==> src/rtl/platform_pkg.sv <==
`default_nettype none
// ============================================================================
//  Module      : platform_pkg
//  Description : Shared types and constants for the platform collision engine:
//                platform record, scan FSM states, game-state codes and the
//                initial platform layout table.
//  Revision    : 1.0 - initial release
// ============================================================================
package platform_pkg;

   localparam int PLATFORM_COUNT_DEFAULT = 8;

   // game_state encodings
   localparam logic [1:0] GS_IDLE = 2'd0;
   localparam logic [1:0] GS_PLAY = 2'd1;
   localparam logic [1:0] GS_OVER = 2'd2;

   typedef struct packed {
      logic [10:0] x;
      logic [9:0]  y;
   } platform_t;

   typedef enum logic [1:0] {
      S_IDLE = 2'd0,
      S_SCAN = 2'd1,
      S_DONE = 2'd2
   } scan_state_t;

   // Starting layout; slots beyond the hand-placed eight get a spread-out
   // pseudo-pattern so larger configurations still start populated.
   function automatic platform_t initial_platform(input int idx);
      platform_t p;
      case (idx)
         0:       p = '{x: 11'd50,  y: 10'd650};
         1:       p = '{x: 11'd600, y: 10'd550};
         2:       p = '{x: 11'd200, y: 10'd450};
         3:       p = '{x: 11'd400, y: 10'd600};
         4:       p = '{x: 11'd650, y: 10'd350};
         5:       p = '{x: 11'd150, y: 10'd250};
         6:       p = '{x: 11'd500, y: 10'd150};
         7:       p = '{x: 11'd300, y: 10'd698};
         default: p = '{x: 11'(40 + (idx * 97) % 560), y: 10'((idx * 61) % 600)};
      endcase
      return p;
   endfunction

endpackage
`default_nettype wire

==> src/rtl/lfsr16.sv <==
`default_nettype none
// ============================================================================
//  Module      : lfsr16
//  Description : 16-bit Galois LFSR, taps 16,14,13,11 (mask 16'hB400).
//  Ports       : clk    - clock
//                load   - synchronous seed load (has priority over enable)
//                seed   - value loaded when load is high
//                enable - advance one step
//                value  - current register contents
//  Revision    : 1.0 - initial release
// ============================================================================
module lfsr16 (
   input  logic        clk,
   input  logic        load,
   input  logic [15:0] seed,
   input  logic        enable,
   output logic [15:0] value
);

   localparam logic [15:0] TAP_MASK = 16'hB400;

   always_ff @(posedge clk) begin
      if (load) begin
         value <= seed;
      end else if (enable) begin
         value <= {1'b0, value[15:1]} ^ (value[0] ? TAP_MASK : 16'h0000);
      end
   end

endmodule
`default_nettype wire

==> src/rtl/platform_collider.sv <==
`default_nettype none
// ============================================================================
//  Module      : platform_collider
//  Description : Per-frame collision scan of the doodle's feet against every
//                platform slot (one slot per cycle), plus the world scroll
//                that moves platforms/ground down after a high landing and
//                respawns platforms falling off the bottom of the screen.
//  Ports       : clk, rst                 - clock, sync active-high reset
//                calculation_time         - one-cycle frame strobe
//                game_state               - 0 idle, 1 play, 2 game over
//                doodle_x/_y              - doodle left/top edge
//                doodle_fall_direction    - 1 while falling
//                collision                - landing found in last scan
//                move_collision           - that landing starts a scroll
//                ground[0]/ground[1]      - current / previous landing top
//                platform_x/platform_y    - platform layout for the renderer
//  Revision    : 1.0 - initial release
// ============================================================================
module platform_collider
   import platform_pkg::*;
#(
   parameter int PLATFORM_COUNT           = PLATFORM_COUNT_DEFAULT,
   parameter int PLATFORM_WIDTH           = 100,
   parameter int FOOT_TOLERANCE           = 20,
   parameter int DOODLE_WIDTH             = 80,
   parameter int DOODLE_HEIGHT            = 80,
   parameter int EARTH                    = 700,
   parameter int SHIFT_LINE               = 300,
   parameter int WORLD_SHIFT              = 5,
   parameter int GAME_VIEW_LEFT_BORDER_X  = 40,
   parameter int GAME_VIEW_RIGHT_BORDER_X = 760
) (
   input  logic                            clk,
   input  logic                            rst,
   input  logic                            calculation_time,
   input  logic [1:0]                      game_state,
   input  logic [10:0]                     doodle_x,
   input  logic [9:0]                      doodle_y,
   input  logic                            doodle_fall_direction,
   output logic                            collision,
   output logic                            move_collision,
   output logic [1:0][9:0]                 ground,
   output logic [PLATFORM_COUNT-1:0][10:0] platform_x,
   output logic [PLATFORM_COUNT-1:0][9:0]  platform_y
);

   localparam int              IDX_W        = (PLATFORM_COUNT > 1) ? $clog2(PLATFORM_COUNT) : 1;
   localparam logic [IDX_W-1:0] LAST_IDX    = IDX_W'(PLATFORM_COUNT - 1);
   localparam logic [11:0]     DOODLE_W_12  = 12'(DOODLE_WIDTH);
   localparam logic [11:0]     DOODLE_H_12  = 12'(DOODLE_HEIGHT);
   localparam logic [11:0]     PLAT_W_12    = 12'(PLATFORM_WIDTH);
   localparam logic [11:0]     FOOT_TOL_12  = 12'(FOOT_TOLERANCE);
   localparam logic [11:0]     EARTH_12     = 12'(EARTH);
   localparam logic [9:0]      EARTH_10     = 10'(EARTH);
   localparam logic [9:0]      SHIFT_LINE_10 = 10'(SHIFT_LINE);
   localparam logic [11:0]     SHIFT_12     = 12'(WORLD_SHIFT);
   localparam int              RESPAWN_SPAN = GAME_VIEW_RIGHT_BORDER_X - GAME_VIEW_LEFT_BORDER_X
                                              - PLATFORM_WIDTH;

   scan_state_t      state;
   logic [IDX_W-1:0] idx;
   logic [10:0]      lat_x;
   logic [9:0]       lat_y;
   logic             lat_fall;
   logic             found;
   logic [9:0]       hit_y;
   logic [3:0]       scroll_cnt;
   logic [15:0]      lfsr_value;

   // Scroll runs while the frame counter is non-zero; the consuming frame
   // loads 15, so 16 strobes shift in total (consuming one included).
   logic scroll_active;
   assign scroll_active = (scroll_cnt != 4'd0);

   lfsr16 u_lfsr (
      .clk    (clk),
      .load   (rst),
      .seed   (16'hACE1),
      .enable (1'b1),
      .value  (lfsr_value)
   );

   // ---------------------------------------------------------------- hit test
   logic [10:0] cur_x;
   logic [9:0]  cur_y;
   logic [11:0] doodle_right;
   logic [11:0] plat_right;
   logic [11:0] feet;
   logic [11:0] plat_low;
   logic        slot_hit;
   logic [9:0]  win_y;

   assign cur_x        = platform_x[idx];
   assign cur_y        = platform_y[idx];
   assign doodle_right = {1'b0, lat_x} + DOODLE_W_12;
   assign plat_right   = {1'b0, cur_x} + PLAT_W_12;
   assign feet         = {2'b0, lat_y} + DOODLE_H_12;
   assign plat_low     = {2'b0, cur_y} + FOOT_TOL_12;
   assign slot_hit     = lat_fall
                       && (doodle_right > {1'b0, cur_x})
                       && ({1'b0, lat_x} < plat_right)
                       && (feet >= {2'b0, cur_y})
                       && (feet < plat_low);
   // Earlier hit keeps priority over the slot being tested now.
   assign win_y        = found ? hit_y : cur_y;

   // ------------------------------------------------------- scroll / respawn
   logic [10:0]                     respawn_x;
   logic [PLATFORM_COUNT-1:0][10:0] shifted_x;
   logic [PLATFORM_COUNT-1:0][9:0]  shifted_y;
   logic [PLATFORM_COUNT-1:0][10:0] init_x;
   logic [PLATFORM_COUNT-1:0][9:0]  init_y;
   logic [1:0][9:0]                 shifted_ground;

   assign respawn_x = 11'(16'(GAME_VIEW_LEFT_BORDER_X) + lfsr_value % 16'(RESPAWN_SPAN));

   for (genvar i = 0; i < PLATFORM_COUNT; i++) begin : g_slot
      localparam platform_t INIT = initial_platform(i);
      logic [11:0] moved;
      assign moved        = {2'b0, platform_y[i]} + SHIFT_12;
      assign shifted_y[i] = (moved >= EARTH_12) ? 10'd0 : moved[9:0];
      assign shifted_x[i] = (moved >= EARTH_12) ? respawn_x : platform_x[i];
      assign init_x[i]    = INIT.x;
      assign init_y[i]    = INIT.y;
   end

   for (genvar g = 0; g < 2; g++) begin : g_ground
      logic [11:0] moved;
      assign moved             = {2'b0, ground[g]} + SHIFT_12;
      assign shifted_ground[g] = (moved > EARTH_12) ? EARTH_10 : moved[9:0];
   end

   // --------------------------------------------------------------- main FSM
   always_ff @(posedge clk) begin
      if (rst) begin
         state          <= S_IDLE;
         idx            <= '0;
         lat_x          <= '0;
         lat_y          <= '0;
         lat_fall       <= 1'b0;
         found          <= 1'b0;
         hit_y          <= '0;
         collision      <= 1'b0;
         move_collision <= 1'b0;
         ground         <= {EARTH_10, EARTH_10};
         platform_x     <= init_x;
         platform_y     <= init_y;
         scroll_cnt     <= 4'd0;
      end else if (game_state == GS_IDLE) begin
         state          <= S_IDLE;
         idx            <= '0;
         found          <= 1'b0;
         collision      <= 1'b0;
         move_collision <= 1'b0;
         ground         <= {EARTH_10, EARTH_10};
         platform_x     <= init_x;
         platform_y     <= init_y;
         scroll_cnt     <= 4'd0;
      end else begin
         case (state)
            S_IDLE: begin
               if (calculation_time && (game_state == GS_PLAY)) begin
                  state          <= S_SCAN;
                  idx            <= '0;
                  found          <= 1'b0;
                  lat_x          <= doodle_x;
                  lat_y          <= doodle_y;
                  lat_fall       <= doodle_fall_direction;
                  collision      <= 1'b0;
                  move_collision <= 1'b0;
                  // A pending move_collision is consumed here and starts the scroll.
                  if (move_collision || scroll_active) begin
                     platform_x <= shifted_x;
                     platform_y <= shifted_y;
                     ground     <= shifted_ground;
                  end
                  if (move_collision) begin
                     scroll_cnt <= 4'd15;
                  end else if (scroll_active) begin
                     scroll_cnt <= scroll_cnt - 4'd1;
                  end
               end
            end
            S_SCAN: begin
               if (slot_hit && !found) begin
                  found <= 1'b1;
                  hit_y <= cur_y;
               end
               if (idx == LAST_IDX) begin
                  state <= S_DONE;
                  if (found || slot_hit) begin
                     collision      <= 1'b1;
                     ground[1]      <= ground[0];
                     ground[0]      <= win_y;
                     move_collision <= (win_y < SHIFT_LINE_10) && !scroll_active;
                  end
               end else begin
                  idx <= idx + IDX_W'(1);
               end
            end
            S_DONE: begin
               state <= S_IDLE;
            end
            default: begin
               state <= S_IDLE;
            end
         endcase
      end
   end

endmodule
`default_nettype wire

==> config.mk <==
export PLATFORM = sky130hd
export DESIGN_NAME = platform_collider
export DESIGN_NICKNAME = d
export VERILOG_FILES = /design/src/rtl/platform_pkg.sv /design/src/rtl/lfsr16.sv /design/src/rtl/platform_collider.sv
export SDC_FILE = /design/constraint.sdc
export NUM_CORES = 1
export LEC_CHECK = 0
export BUFFER_PORTS_ARGS = -buffer_cell sky130_fd_sc_hd__buf_2
export CAP_MARGIN = 20
export CORE_MARGIN = 5
export CORE_UTILIZATION = 50
export DETAILED_ROUTE_END_ITERATION = 6
export HOLD_SLACK_MARGIN = 0.1
export MAX_ROUTING_LAYER = met4
export PLACE_DENSITY = 0.8
export SYNTH_ARGS = -nofsm -noshare
export SYNTH_HDL_FRONTEND = slang
export SYNTH_SLANG_ARGS = --single-unit
==> constraint.sdc <==
create_clock -name clk -period 7.75 [get_ports clk]
set_input_delay 1.55 -clock clk [delete_from_list [all_inputs] [get_ports clk]]
set_output_delay 1.55 -clock clk [all_outputs]
set_load 0.01 [all_outputs]
* Yosys cells after proc, flatten, opt, wreduce, memory -nomap -nowiden
Index checks and enable logic that the tools add are counted.
** Cells by class
- Reduce and logical (&&, ||, !) cells :: 34
- Add/subtract/negate cells :: 17
- Mux-type cells :: 38
- Bitwise logic cells :: 2
- Divide/modulo/power cells :: 1
- Order comparisons :: 16
- Equality and inequality tests :: 9
** Operators by type and width (number)
- $mux W10 :: 12
- $add A10 B3 Y11 const B :: 10
- $ge A11 B10 Y1 const B :: 8
- $mux W20 :: 4
- $pmux W20 S2 :: 1
- $reduce_and A4 Y1 :: 9
- $bmux W11 S3 :: 1
- $bmux W10 S3 :: 1
- $add A11 B7 Y12 const B :: 2
- $gt A11 B10 Y1 const B :: 2
- $reduce_and A3 Y1 :: 6
- $mod A16 B10 Y16 const B :: 1
- $mux W16 :: 1
- $xor A15 B16 Y16 :: 1
- $gt A12 B11 Y1 :: 1
- $lt A11 B12 Y1 :: 1
- $ne A2 B2 Y1 const B :: 6
- $add A10 B5 Y11 const B :: 1
- $add A10 B7 Y11 const B :: 1
- $add A6 B11 Y11 const A :: 1
- $ge A11 B10 Y1 :: 1
- $lt A11 B11 Y1 :: 1
- $mux W11 :: 1
- $lt A10 B9 Y1 const B :: 1
- other kinds (22) :: 43
** Word-level totals
- Logic and storage cells :: 146
- Output and inout port bits :: 190
- Input port bits :: 27
- Bits in registers :: 248

* Longest topological paths before layout
- Depth after elaboration :: 11
- Mapped depth :: 33
- Depth with buffers taken out :: 27

* By module
Synthesis repeated with hierarchy kept, for this count alone.
** Second synthesis, totals
- Cells, all modules :: 2003
- Area, all modules :: 16701.0 um^2
** Modules (own cells, without submodules)
- platform_collider :: area an instance 15944.0 um^2, instances 1, cells each 1962, sequential area each 4644.5 um^2
- lfsr16 :: area an instance 757.0 um^2, instances 1, cells each 41, sequential area each 480.5 um^2

* Least setup slack after synthesis
OpenSTA, ideal clock, no wires.
- Path type :: register to register
- From :: register idx[0]
- To :: register ground[0] (netlist bit)
- Slack :: 1.057 ns
- Clock period less this slack :: 6.693 ns
- Cell stages (with the launch flop) :: 29
- Path buffers :: 7
- Required time :: 7.622 ns
- Data arrival time :: 6.565 ns
- Library setup time :: 0.128 ns
- Path through :: dfxtp_1 > clkbuf_1 > buf_1 > clkbuf_1 > clkbuf_1 > clkbuf_1 > mux4_2 > mux2_2 > ha_1 > o21ai_0 > nand2b_1 > a21o_1 > a21oi_1 > nor2b_1 > o21ai_0 > nand2b_1 > a21oi_1 > nor2b_1 > o21ai_0 > nand2b_1 > a211oi_1 > nor3b_1 > o2111ai_1 > nand2_1 > o211ai_1 > clkbuf_1 > buf_1 > mux2i_1 > nor2_1
** Between the ends
- Elaborated cells on any way between the ends :: 23
- Classes of those cells :: add/sub: 2; order compare: 4; eq/ne: 3; mux: 8; reduce/logical: 6
** RTL lines
- from (decl) :: RTL line platform_collider.sv:61 : logic [IDX_W-1:0] idx;
- from (signal assigned) :: RTL line platform_collider.sv:198 : idx <= idx + IDX_W'(1);
- $bmux W10 S3 (*) :: RTL line platform_collider.sv:94 : assign cur_y = platform_y[idx];
- $mux W10 (not written as such) (*) :: RTL line platform_collider.sv:94
- net cur_y[0] :: RTL line platform_collider.sv:85 : logic [9:0] cur_y;
- $add A10 B5 Y11 / $ge A11 B10 Y1 (equally long branches) :: RTL line platform_collider.sv:98, platform_collider.sv:102
- $lt A11 B11 Y1 / $logic_and A1 B1 Y1 (equally long branches) :: RTL line platform_collider.sv:103, platform_collider.sv:102
- $logic_and A1 B1 Y1 :: RTL line platform_collider.sv:103 : && (feet < plat_low);
- $logic_or A1 B1 Y1 :: RTL line platform_collider.sv:191 : if (found || slot_hit) begin
- $ne A2 B2 Y1 (no line)
- $reduce_and A5 Y1 (no line)
- to (signal assigned) :: RTL line platform_collider.sv:145 : ground <= {EARTH_10, EARTH_10};
- to (signal assigned) :: RTL line platform_collider.sv:155 : ground <= {EARTH_10, EARTH_10};
- to (signal assigned) :: RTL line platform_collider.sv:175 : ground <= shifted_ground;
- to (decl) :: RTL line platform_collider.sv:42 : output logic [1:0][9:0] ground,
Mark *: on every way through the listed nets, which the timed path passes. The rest lies on a longest branch. The select of a mux whose other input is x is not followed.
A chain may end at the register's enable or synchronous reset.

* Worst setup path in the final report
- From :: register u_lfsr.value[12]
- To :: register platform_x[86] (netlist bit)
** Between the ends
- Word-level cells in the longest chain between the ends :: 2
** RTL lines
- from (decl) :: RTL line lfsr16.sv:17 : output logic [15:0] value
- from (signal assigned) :: RTL line lfsr16.sv:26 : value <= {1'b0, value[15:1]} ^ (value[0] ? TAP_MASK : 16'h0000);
- $mod A16 B10 Y16 :: RTL line platform_collider.sv:115 : assign respawn_x = 11'(16'(GAME_VIEW_LEFT_BORDER_X) + lfsr_value % 16'(RESPAWN_SPAN));
- $add A6 B11 Y11 :: RTL line platform_collider.sv:115
- to (signal assigned) :: RTL line platform_collider.sv:146 : platform_x <= init_x;
- to (signal assigned) :: RTL line platform_collider.sv:156 : platform_x <= init_x;
- to (signal assigned) :: RTL line platform_collider.sv:173 : platform_x <= shifted_x;
- to (decl) :: RTL line platform_collider.sv:43 : output logic [PLATFORM_COUNT-1:0][10:0] platform_x,
No other way between the ends.

==> summary.md <==
| Metric | Value |
|---|---|
| Status | `finished, final reports clean` |
| WP depth | `27` |
| CTS Sinks | `248` |
| WS Path Type | `reg -> reg` |
| Top Ports | `~220` |
| Leak Pwr | `7.80 nW` |
| H-Tree Depth | `1` |
| CP peak stage delay | `between 0.4 and 0.5 ns` |
| Skew final | `0.0159 ns` |
| Synth warnings | `0` |
| Initial antenna violation count | `1` |
| Seq cells post-synth | `248` |
| Post-synthesis cell count | `2140` |
| Largest net degree at the start of global routing | `67` |
| Clock buffer depth | `3` |
| Diode count | `0` |
| Crit path DAT | `approximately 8 ns` |
| Worst flop-to-flop path startpoint | `u_lfsr.value[12]$_SDFF_PP0_` |
| FF-to-FF setup slack | `0.42 ns` |
| Core Region | `0.0337 mm²` |
| Crit path launch | `u_lfsr.value[12]$_SDFF_PP0_` |
| Vias | `17600` |
| Synthesized area | `roughly 0.017 mm²` |
| Vias in the first global route | `16500` |
| Worst-path clk slew | `approximately 0.060 ns` |
| Period utilization | `between 90 and 100%` |
| DRT Wirelength | `roughly 57000 µm` |
| Worst r2r path cells | `27` |
| Pwr Density | `333 mW/mm²` |
| Sequential fraction of the synthesis area | `~29%` |
| Via density | `6.38` |
| Clock Latency Late Sink | `~0.56 ns` |
| FP Rows | `67` |
| Layout Nets | `2375` |
| Async SR Flop Fraction | `0%` |
| Fill cells | `between 3000 and 4000` |
| Die area | `0.0382 mm²` |
| Port buffer count | `216` |
| Yosys top cell area share | `28.9%` |
| Initial DRC Count | `1711` |
| Chip height | `195 µm` |
| Cts hold-fix bufs | `0` |
| Routability Congestion | `0.991` |
| Fin util | `about 60%` |
| Slowest CP cell | `a2111oi_1` |
| Final hold violations | `0` |
| Initial Util | `51.0%` |
| Netlist cell types | `~110` |
| GRT overflow | `0` |
| CTS tree | `built` |
| Crit. End Element | `flip-flop` |
| DR WL/cell | `20.6 µm` |
| Most used cell, CP | `a21oi_2` |
| First-pass GRT wire length | `90100 µm` |
| Syn_nets | `2225` |
| FMAX | `around 140 MHz` |
| Critical Path Sink | `platform_x[86]$_SDFFE_PP0P_` |
| HP Class | `reg -> reg` |
| Final Slew Violations | `0` |
| Layout area overhead | `14.4%` |
| DRC Markers | `0` |
| Tightest Pin Transition | `1.02 ns` |
| CTS Buf Count | `29` |
| Top FF cell, synth | `dfxtp_1` |
| Rel. slew slack | `32.1%` |
| Setup TNS | `0 ns` |
| Largest cells by area after synthesis | `dfxtp_1 (29%), nand2_1 (5.6%), mux4_2 (5.5%)` |
| Cell type group with the largest total delay on the critical path | `compound AO/OA/AOI/OAI gates` |
| DIE WIDTH | `between 150 and 200 µm` |
| Crit start category | `flip-flop` |
| Post-synth EDFFs | `0` |
| Share of cells above drive strength 1 | `around 21%` |
| Fin crit period | `~7.3 ns` |
| Crit path buffers/inverters | `1` |
| HPWL after detailed placement | `41300 µm` |
| Final setup viols | `0` |
| RR Endpoint | `platform_x[86]$_SDFFE_PP0P_` |
| GRT Total Usage | `29.0%` |
| Storage cell area | `0.00498 mm²` |
| Syn Area/Cell | `between 8 and 9 µm²` |
| CTS Root Cell | `clkbuf_16` |
| Worst path required time | `8.24 ns` |
| Cell taking the most area after synthesis | `dfxtp_1` |
| Worst vdd rail ir drop | `0.631 mV` |
| Post-route ant nets | `0` |
| Multi-input logic area | `~0.011 mm²` |
| Maxcap violations | `0` |
| First-pass detailed-route iteration total | `6` |
| Max FO, Critical Path | `13` |
==> worst register-to-register path, stage by stage, from the launching register on <==
cell and delay (ns):
dfxtp_2 0.37, a311o_1 0.45, and2_1 0.23, a22oi_2 0.38, a21oi_2 0.20, nor3b_2 0.22
o32ai_1 0.45, nor3_1 0.17, nor4_4 0.44, nand4_4 0.21, a21oi_2 0.30, a2bb2oi_2 0.26
o21ai_4 0.17, or3_1 0.42, a211oi_2 0.28, nor3_2 0.10, xor2_1 0.20, and4_1 0.25
nor2_1 0.27, mux2i_1 0.26, xnor2_1 0.16, ha_1 0.23, nand3_1 0.07, mux2_2 0.31
a2111oi_1 0.47, nor4_2 0.10, buf_4 0.18, o21ai_1 0.15
==> final cells by class <==
cell class | count | share of cell area [%]
Multi-Input combinational cell | 1679 | 58.1
Sequential cell | 248 | 25.3
Timing Repair Buffer | 268 | 7.70
Clock buffer | 42 | 4.35
Tap cell | 448 | 2.85
Inverter | 64 | 1.22
Clock inverter | 12 | 0.497
==> worst min path at each step <==
stage                     startpoint                    end  slack, ns  cells past startpoint
3_5_place_dp   lat_x[0]$_SDFFE_PP0P_  lat_x[0]$_SDFFE_PP0P_       0.46                      2
4_1_cts        lat_x[0]$_SDFFE_PP0P_  lat_x[0]$_SDFFE_PP0P_       0.47                      2
2_1_floorplan  lat_fall$_SDFFE_PP0P_  lat_fall$_SDFFE_PP0P_       0.43                      2
3_3_place_gp   lat_x[0]$_SDFFE_PP0P_  lat_x[0]$_SDFFE_PP0P_       0.45                      2
6_report       lat_x[0]$_SDFFE_PP0P_  lat_x[0]$_SDFFE_PP0P_       0.46                      2
5_1_grt        lat_y[0]$_SDFFE_PP0P_  lat_y[0]$_SDFFE_PP0P_       0.49                      2
==> per-stage QoR <==
| step | worst slack [ns] | hold slack (ns) | cells | cell area [µm²] | total power [mW] |
|---|---|---|---|---|---|
| 3_3_place_gp | 0.233 | 0.452 | 2698 | 18600 | 4.93 |
| 3_5_place_dp | 0.109 | 0.456 | 2698 | 18600 | 4.96 |
| 6_report | 0.418 | 0.463 | 2761 | 19700 | 6.55 |
| 4_1_cts | 0.0551 | 0.469 | 2752 | 19500 | 6.34 |
| 2_1_floorplan | 1.06 | 0.432 | 2140 | 17200 | 3.88 |
| 5_1_grt | -0.0321 | 0.494 | 2761 | 19700 | 6.88 |
==> synthesized netlist by cell type (all sizes together), types with 7 or more instances <==
library cell,count
dfxtp,248
mux2,22
nor3b,21
o311ai,31
a21o,21
ha,58
nand2b,30
a31oi,23
inv,62
mux4,42
and2,27
xor2,18
o211ai,16
o21a,15
clkbuf,118
a21oi,193
buf,31
xnor2,56
o21ai,175
o2111ai,8
o31ai,14
o22ai,29
nand2,260
a32oi,7
nor2b,19
nand3,73
or2,13
and3,42
o22a,23
mux2i,43
a22oi,10
a211oi,23
a22o,32
nand4,20
nor3,40
or3,11
nor2,162
a221oi,9
==> power by group <==
group / internal, mW / switching [mW] / total [mW]
Combinational: 1.41 / 2.46 / 3.87
Sequential: 1.29 / 0.0287 / 1.31
Clock: 0.796 / 0.571 / 1.37
==> cell families after synthesis <==
logic type,synth area share [%]
and+or+nand+nor,20.6
AOI/OAI and AO/OA,27.4
DFF,28.9
buffers and inverters,4.98
muxes,9.48
xor gates and xnor gates,4.04
adders and majority gates,4.58
==> metal layers <==
layer  GRT usage [%]  vias up  part of all wire (%)  wire, µm
li1                -     8206                     -         -
met1            38.6     8411                    42     23900
met2            45.0      887                    46     26100
met3            5.10      120                   9.1      5180
met4            9.34        0                   3.0      1730
met5               -        -                     0         0
==> registers in the layout, summed over array words and instances (netlist names), 2 cells and up <==
| register | cells |
|---|---|
| state | 2 |
| platform_y | 80 |
| hit_y | 10 |
| u_lfsr.value | 16 |
| ground | 20 |
| platform_x | 88 |
| idx | 3 |
| lat_y | 10 |
| scroll_cnt | 4 |
| lat_x | 11 |
==> cell usage in the layout (no fill, tap or decap), drive strengths merged, types with 40 or more instances in the layout <==
cell type and n:
clkbuf 43, xnor2 56, o21ai 175, nor2 162, nor3 40, mux4 42
nand2 260, mux2i 43, inv 63, nand3 73, a21oi 193, buf 267
dfxtp 248, and3 42, ha 58
==> repair_timing <==
action	in CTS	in global routing
buffers inserted	0	6
endpoints found under the hold margin	0	0
setup endpoints to repair	0	24
gates resized for setup	0	16
Note: power is estimated with default switching activity, not from simulation.
